$ cat src/rtl/riscv_pkg.sv
// Shared RV32I decode definitions: opcode values and the
// immediate-format code carried out of the decode stage.
package riscv_pkg;

    localparam logic [6:0] OPC_LOAD   = 7'b0000011;
    localparam logic [6:0] OPC_OP_IMM = 7'b0010011;
    localparam logic [6:0] OPC_STORE  = 7'b0100011;
    localparam logic [6:0] OPC_BRANCH = 7'b1100011;
    localparam logic [6:0] OPC_LUI    = 7'b0110111;
    localparam logic [6:0] OPC_AUIPC  = 7'b0010111;
    localparam logic [6:0] OPC_JAL    = 7'b1101111;
    localparam logic [6:0] OPC_JALR   = 7'b1100111;
    localparam logic [6:0] OPC_OP     = 7'b0110011;
    localparam logic [6:0] OPC_FENCE  = 7'b0001111;
    localparam logic [6:0] OPC_SYSTEM = 7'b1110011;

    typedef enum logic [2:0] {
        FMT_R = 3'd0,
        FMT_I = 3'd1,
        FMT_S = 3'd2,
        FMT_B = 3'd3,
        FMT_U = 3'd4,
        FMT_J = 3'd5
    } imm_fmt_e;

endpackage

$ cat src/rtl/imm_decode_comb.sv
// Combinational RV32I immediate decode: picks the format from the
// opcode and assembles the sign-extended immediate for it.
module imm_decode_comb
    import riscv_pkg::*;
(
    input  logic [31:0] inst,
    output logic [31:0] imm,
    output imm_fmt_e    fmt,
    output logic        illegal
);

    logic [6:0] opc;
    logic       sgn;

    assign opc = inst[6:0];
    assign sgn = inst[31];

    // Opcode to format; anything outside the known list is flagged
    always_comb begin
        fmt     = FMT_R;
        illegal = 1'b0;
        case (opc)
            OPC_LOAD, OPC_OP_IMM, OPC_JALR,
            OPC_FENCE, OPC_SYSTEM: fmt = FMT_I;
            OPC_STORE:             fmt = FMT_S;
            OPC_BRANCH:            fmt = FMT_B;
            OPC_LUI, OPC_AUIPC:    fmt = FMT_U;
            OPC_JAL:               fmt = FMT_J;
            OPC_OP:                fmt = FMT_R;
            default:               illegal = 1'b1;
        endcase
    end

    // Field scramble per format; U is the only unextended form
    always_comb begin
        imm = 32'h0;
        case (fmt)
            FMT_I: imm = {{20{sgn}}, inst[31:20]};
            FMT_S: imm = {{20{sgn}}, inst[31:25], inst[11:7]};
            FMT_B: imm = {{19{sgn}}, inst[31], inst[7],
                          inst[30:25], inst[11:8], 1'b0};
            FMT_U: imm = {inst[31:12], 12'h000};
            FMT_J: imm = {{11{sgn}}, inst[31], inst[19:12],
                          inst[20], inst[30:21], 1'b0};
            default: imm = 32'h0;
        endcase
    end

endmodule

$ cat src/rtl/immediate_gen.sv
// Registered immediate generator: decode followed by one output
// register bank with stall (en) and async active-high reset.
module immediate_gen
    import riscv_pkg::*;
(
    input  logic        clk,
    input  logic        rst,
    input  logic        en,
    input  logic [31:0] input_instruction,
    output logic [31:0] output_instruction,
    output logic [2:0]  imm_fmt,
    output logic        imm_illegal
);

    logic [31:0] imm_d;
    imm_fmt_e    fmt_d;
    logic        illegal_d;

    imm_decode_comb u_dec (
        .inst    (input_instruction),
        .imm     (imm_d),
        .fmt     (fmt_d),
        .illegal (illegal_d)
    );

    // Capture decoded immediate when enabled; reset clears at once
    always_ff @(posedge clk or posedge rst) begin
        if (rst) begin
            output_instruction <= 32'h0;
            imm_fmt            <= 3'd0;
            imm_illegal        <= 1'b0;
        end else if (en) begin
            output_instruction <= imm_d;
            imm_fmt            <= fmt_d;
            imm_illegal        <= illegal_d;
        end
    end

endmodule

$ cat config.mk
export PLATFORM = sky130hd
export DESIGN_NAME = immediate_gen
export DESIGN_NICKNAME = d
export VERILOG_FILES = /design/src/rtl/riscv_pkg.sv /design/src/rtl/imm_decode_comb.sv /design/src/rtl/immediate_gen.sv
export SDC_FILE = /design/constraint.sdc
export NUM_CORES = 1
export LEC_CHECK = 0
export BUFFER_PORTS_ARGS = -buffer_cell sky130_fd_sc_hd__buf_2
export CORE_UTILIZATION = 47
export DETAILED_ROUTE_END_ITERATION = 12
export PLACE_DENSITY = 0.79
export SETUP_SLACK_MARGIN = 0.05
export SLEW_MARGIN = 5
export SYNTH_ARGS = -nofsm -noshare
export SYNTH_HDL_FRONTEND = slang
export SYNTH_SLANG_ARGS = --single-unit
$ cat constraint.sdc
create_clock -name clk -period 1.3 [get_ports clk]
set_clock_uncertainty 0.2 [all_clocks]
set_input_delay 0.195 -clock clk [delete_from_list [all_inputs] [get_ports clk]]
set_output_delay 0.195 -clock clk [all_outputs]
set_load 0.05 [all_outputs]
==> flow_metrics.py, run 1 <==
metrics = {
    "cts": {
        "cts.sinks": 36,
        "clk_path_buf_depth": 2,
        "htreeDepth": 2,
        "cts_root_buf": "clkbuf_8",
        "numCtsBuffers": 5,
    },
    "floorplanning": {
        "die_w_um": 62.8,
        "initial_core_util": 0.505,
        "io_pins": 71,
        "rows": 21,
        "die_h_um": 62.8,
    },
    "synthesis": {
        "synth_cells": 150,
        "syn_area_per_cell_um2": 11.6,
        "yosysSeqAreaShare": 0.518,
        "synth_common_cells": "dfrtp_1, a221o_1, inv_1, a221o_2",
        "ys.flop_type": "dfrtp_1",
        "syn_area_um2": 1740,
        "async_flop_share": 1.00,
        "synth_nets": 186,
        "synth.distinct_cells": 44,
        "yosysMostFrequentCell": "dfrtp_1",
        "synth_area_leader_cell": "dfrtp_1",
        "yosys_warnings": 0,
        "synthTopCellsByArea": "dfrtp_1, a221o_1, a221o_2, a22o_1, inv_1",
        "synth_top_area_frac": 0.518,
        "ys_ff_latch": 36,
        "synth_edf_count": 0,
    },
    "sta": {
        "worst-ep-kind": "register data pin",
        "grt-worst-endpoint": "output_instruction[22]$_DFFE_PP0P_/D",
    },
    "grt": {
        "grt_max_degree": 37,
        "grt.total_usage": 0.756,
        "grt_overflow_total": 111,
    },
    "place": {
        "placed_cell_area_um2": 2440,
        "gp_congestion": 0.858,
        "hpwl_um": 3640,
        "portBuffers": 70,
    },
    "status": {
        "lastStage": "5_1_grt",
        "status": "aborted with a tool error",
        "firstError": "[ERROR GRT-0232] Routing congestion too high. Check the congestion heatmap in the GUI.",
    },
}
## routing by layer
layer	overflow	track usage
met5	0	0
met4	28	0.826
met3	1	0.478
met2	82	1.02
met1	0	0.745
## what timing repair did
item	4_1_cts
resized for setup	85
hold buffers	23
endpoints found under the setup margin	70
hold endpoints to repair	65
cloned	1
setup buffers	12
pin swaps	21
## cells by family after synthesis
logic type / Yosys count / share of synthesized area
compound gates: 53 / 0.276
simple gates: 36 / 0.127
flops: 36 / 0.518
buf+inv: 20 / 0.0482
xor+xnor: 2 / 0.0101
mux: 2 / 0.0130
fa+ha+maj: 1 / 0.00720
## stage by stage
step | hold WS [ns] | std cells | worst slack, ns | setup TNS (ns) | utilization
floorplan | 0.124 | 150 | -1.27 | -33.32 | -
global placement | 0.0483 | 294 | -1.29 | -38.82 | 0.710
detailed placement | 0.0652 | 294 | -1.32 | -39.42 | 0.710
CTS | -0.00902 | 337 | -0.965 | -27.44 | 0.913
==> run 2: changes to the inputs <==
Settings changed: CORE_UTILIZATION 47 to 35, PLACE_DENSITY 0.79 to default, PLACE_DENSITY_LB_ADDON from default to 0.15, SETUP_SLACK_MARGIN 0.05 to default.
==> flow_metrics.py, run 2 <==
metrics = {
    "status": {
        "status": "finished, violations left",
        "violations": "negative setup slack",
    },
    "grt": {
        "grt_pass1_vias": 1829,
        "grt_pass1_wl_um": 9090,
        "antenna_found_initial": 0,
        "grt_max_degree": 37,
        "grt.total_usage": 0.226,
        "grt_overflow_total": 0,
    },
    "worst_setup_path": {
        "crit_arrival_ns": 2.25,
        "crit_path_end": "output_instruction[27]",
        "crit_path_start": "input_instruction[3]",
        "r2r-start": "output_instruction[2]",
        "reg2reg_depth": 2,
        "criticalPathCategory": "input pin to flip-flop",
        "max_stage_delay_ns": 0.36,
        "cp.required_ns": 1.26,
        "slowest_stage": "or3b_1",
        "r2r-end": "output_instruction[2]",
        "cp.depth": 8,
        "start_kind": "input pin",
        "crit_family": "compound AO/OA/AOI/OAI gates",
        "crit_buf_inv": 1,
        "cp_cell_sequence": "buf_6 > or3b_1 > a211o_1 > ha_4 > nor2b_4 > o211a_4 > o311a_4 > a221o_2",
        "cp_max_fo": 6,
        "rrSetupSlack_ns": 0.18,
        "crit_path_end_kind": "flip-flop",
    },
    "routing": {
        "drt-initial-drc-count": 72,
        "drt-total-wl_um": 5810,
        "ant_nets": 0,
        "viasPerCell": 5.26,
        "wl_per_cell_um": 16.4,
        "drc": 0,
        "vias": 1866,
        "firstDrtPassIters": 4,
    },
    "finish": {
        "fill_cells": 387,
        "antenna_cells": 0,
        "top_regs": "output_instruction (32), imm_fmt (3), imm_illegal (1)",
        "layout_common_cells": "buf_4, dfrtp_1, buf_2, dlygate4sd3_1, a221o_1",
        "drive_gt1_frac": 0.549,
        "regMostFlops": "output_instruction",
        "nNetsFinal": 323,
        "instances_no_fill": 355,
        "largest_register_ffs": 32,
        "fin_area_um2": 3130,
        "syn2layout_area_growth_pct": 80.0,
        "layout_commonest_cell": "buf_4",
    },
    "pwr": {
        "pwr-share-seq": 0.470,
        "swShare": 0.279,
        "power.total_mw": 2.45,
        "power_density_nw_per_um2": 783,
        "p_switching_mw": 0.682,
        "p_leak_nw": 1.52,
        "p_clk_frac": 0.322,
        "power.internal_mw": 1.77,
        "vdd_drop_max_v": 0.000539,
        "p_comb_frac": 0.208,
    },
    "place": {
        "pre_cts_slack_ns": -1.34,
        "hpwl_um": 3820,
        "placed_cell_area_um2": 2470,
        "dp_cells": 315,
        "portBuffers": 70,
        "gp_congestion": 0.831,
    },
    "synthesis": {
        "synth_common_cells": "dfrtp_1, a221o_1, inv_1, a221o_2",
        "ys_ff_latch": 36,
        "yosysMostFrequentCell": "dfrtp_1",
        "synth_edf_count": 0,
        "synth_cells": 150,
        "yosys_warnings": 0,
        "synth_area_leader_cell": "dfrtp_1",
        "yosysSeqAreaShare": 0.518,
        "syn_area_per_cell_um2": 11.6,
        "synth_nets": 186,
        "ys.flop_type": "dfrtp_1",
        "synth_top_area_frac": 0.518,
        "synth.distinct_cells": 44,
        "syn_area_um2": 1740,
        "synthTopCellsByArea": "dfrtp_1, a221o_1, a221o_2, a22o_1, inv_1",
        "async_flop_share": 1.00,
    },
    "cts": {
        "cts_tree": "built",
        "cts.sinks": 36,
        "clk-insertion-delay-late_ns": 0.28,
        "cts.reportedPaths.clkPinSlew_ns": 0.08,
        "htreeDepth": 2,
        "numCtsBuffers": 5,
        "clk_path_buf_depth": 2,
        "cts_root_buf": "clkbuf_8",
    },
    "sta": {
        "hold_viol": 0,
        "setup_ws_ns": -0.986,
        "final-setup-viol-count": 34,
        "relSlewSlack": 0.602,
        "rsz0062_at_grt": "true",
        "fin_crit_sh": 1.76,
        "max_freq_ghz": 0.437,
        "min_period_ns": 2.29,
        "worst_slew_pin_slew_ns": 0.590,
        "whs_ns": 0.0595,
        "maxSlewViolCount": 0,
    },
    "floorplanning": {
        "die_w_um": 72.5,
        "design.die.area_um2": 5250,
        "die_h_um": 72.5,
        "initial_core_util": 0.366,
        "rows": 25,
        "io_pins": 71,
        "coreArea_um2": 4750,
    },
    "flow_run": {
        "max_cap_violations": 0,
    },
    "hold_path": {
        "hold_class": "input pin to flip-flop",
    },
}
## run 2: cell type report
class                           count  area (um2)  area share
Timing Repair Buffer              139        1090       0.349
Inverter                           10        40.0      0.0128
Multi-Input combinational cell     95         926       0.296
Clock inverter                      1        8.76     0.00280
Tap cell                           67        83.8      0.0268
Clock buffer                        7        76.3      0.0244
Sequential cell                    36         901       0.288
## run 2: repair_timing
action | in CTS | in global routing
endpoints found under the setup margin | 51 | 55
hold buffers | 25 | 0
pin swaps | 21 | 16
resized for setup | 37 | 56
cloned | 1 | 0
hold endpoints to repair | 65 | 0
buffers inserted | 5 | 3
## run 2: worst register-to-register path, cell delays in order (launching register included)
cell	delay (ns)
dfrtp_1	0.39
nor2b_1	0.14
a221o_1	0.27
## run 2: per-layer routing
metal / track usage / part of all wire
met5: 0 / 0
met4: 0.0501 / 0.0048
met1: 0.291 / 0.44
met3: 0.0472 / 0.039
met2: 0.391 / 0.52
## run 2: metrics by stage
stage | util | TNS [ns]
6_report | 0.658 | -27.89
5_1_grt | 0.658 | -29.26
4_1_cts | 0.629 | -27.45
3_5_place_dp | 0.520 | -39.90
3_3_place_gp | 0.520 | -38.74
2_1_floorplan | - | -33.32
## run 2: power by group through the flow
stage / sequential (mW) / clock [mW] / combinational (mW)
2_1_floorplan: 1.24 / 0 / 0.122
3_3_place_gp: 1.17 / 0 / 0.380
3_5_place_dp: 1.17 / 0 / 0.385
4_1_cts: 1.15 / 0.823 / 0.475
5_1_grt: 1.15 / 0.865 / 0.543
6_report: 1.15 / 0.790 / 0.509
## run 2: how the worst min path moves through the flow
| stage | startpoint | end | cells after the start |
|---|---|---|---|
| global placement | rst | output_instruction[17] | 3 |
| finish | input_instruction[1] | imm_illegal | 3 |
| global route | input_instruction[1] | imm_illegal | 3 |
| detailed placement | rst | output_instruction[18] | 3 |
| floorplan | input_instruction[0] | imm_illegal | 1 |
| CTS | input_instruction[31] | output_instruction[31] | 3 |
## run 2: logic make-up after synthesis
family | synth area share
AOI/OAI and AO/OA | 0.276
and+or+nand+nor | 0.127
DFF | 0.518
buffers and inverters | 0.0482
xor gates and xnor gates | 0.0101
muxes | 0.0130
adders and majority gates | 0.00720
(Power assumes the default switching activity.)
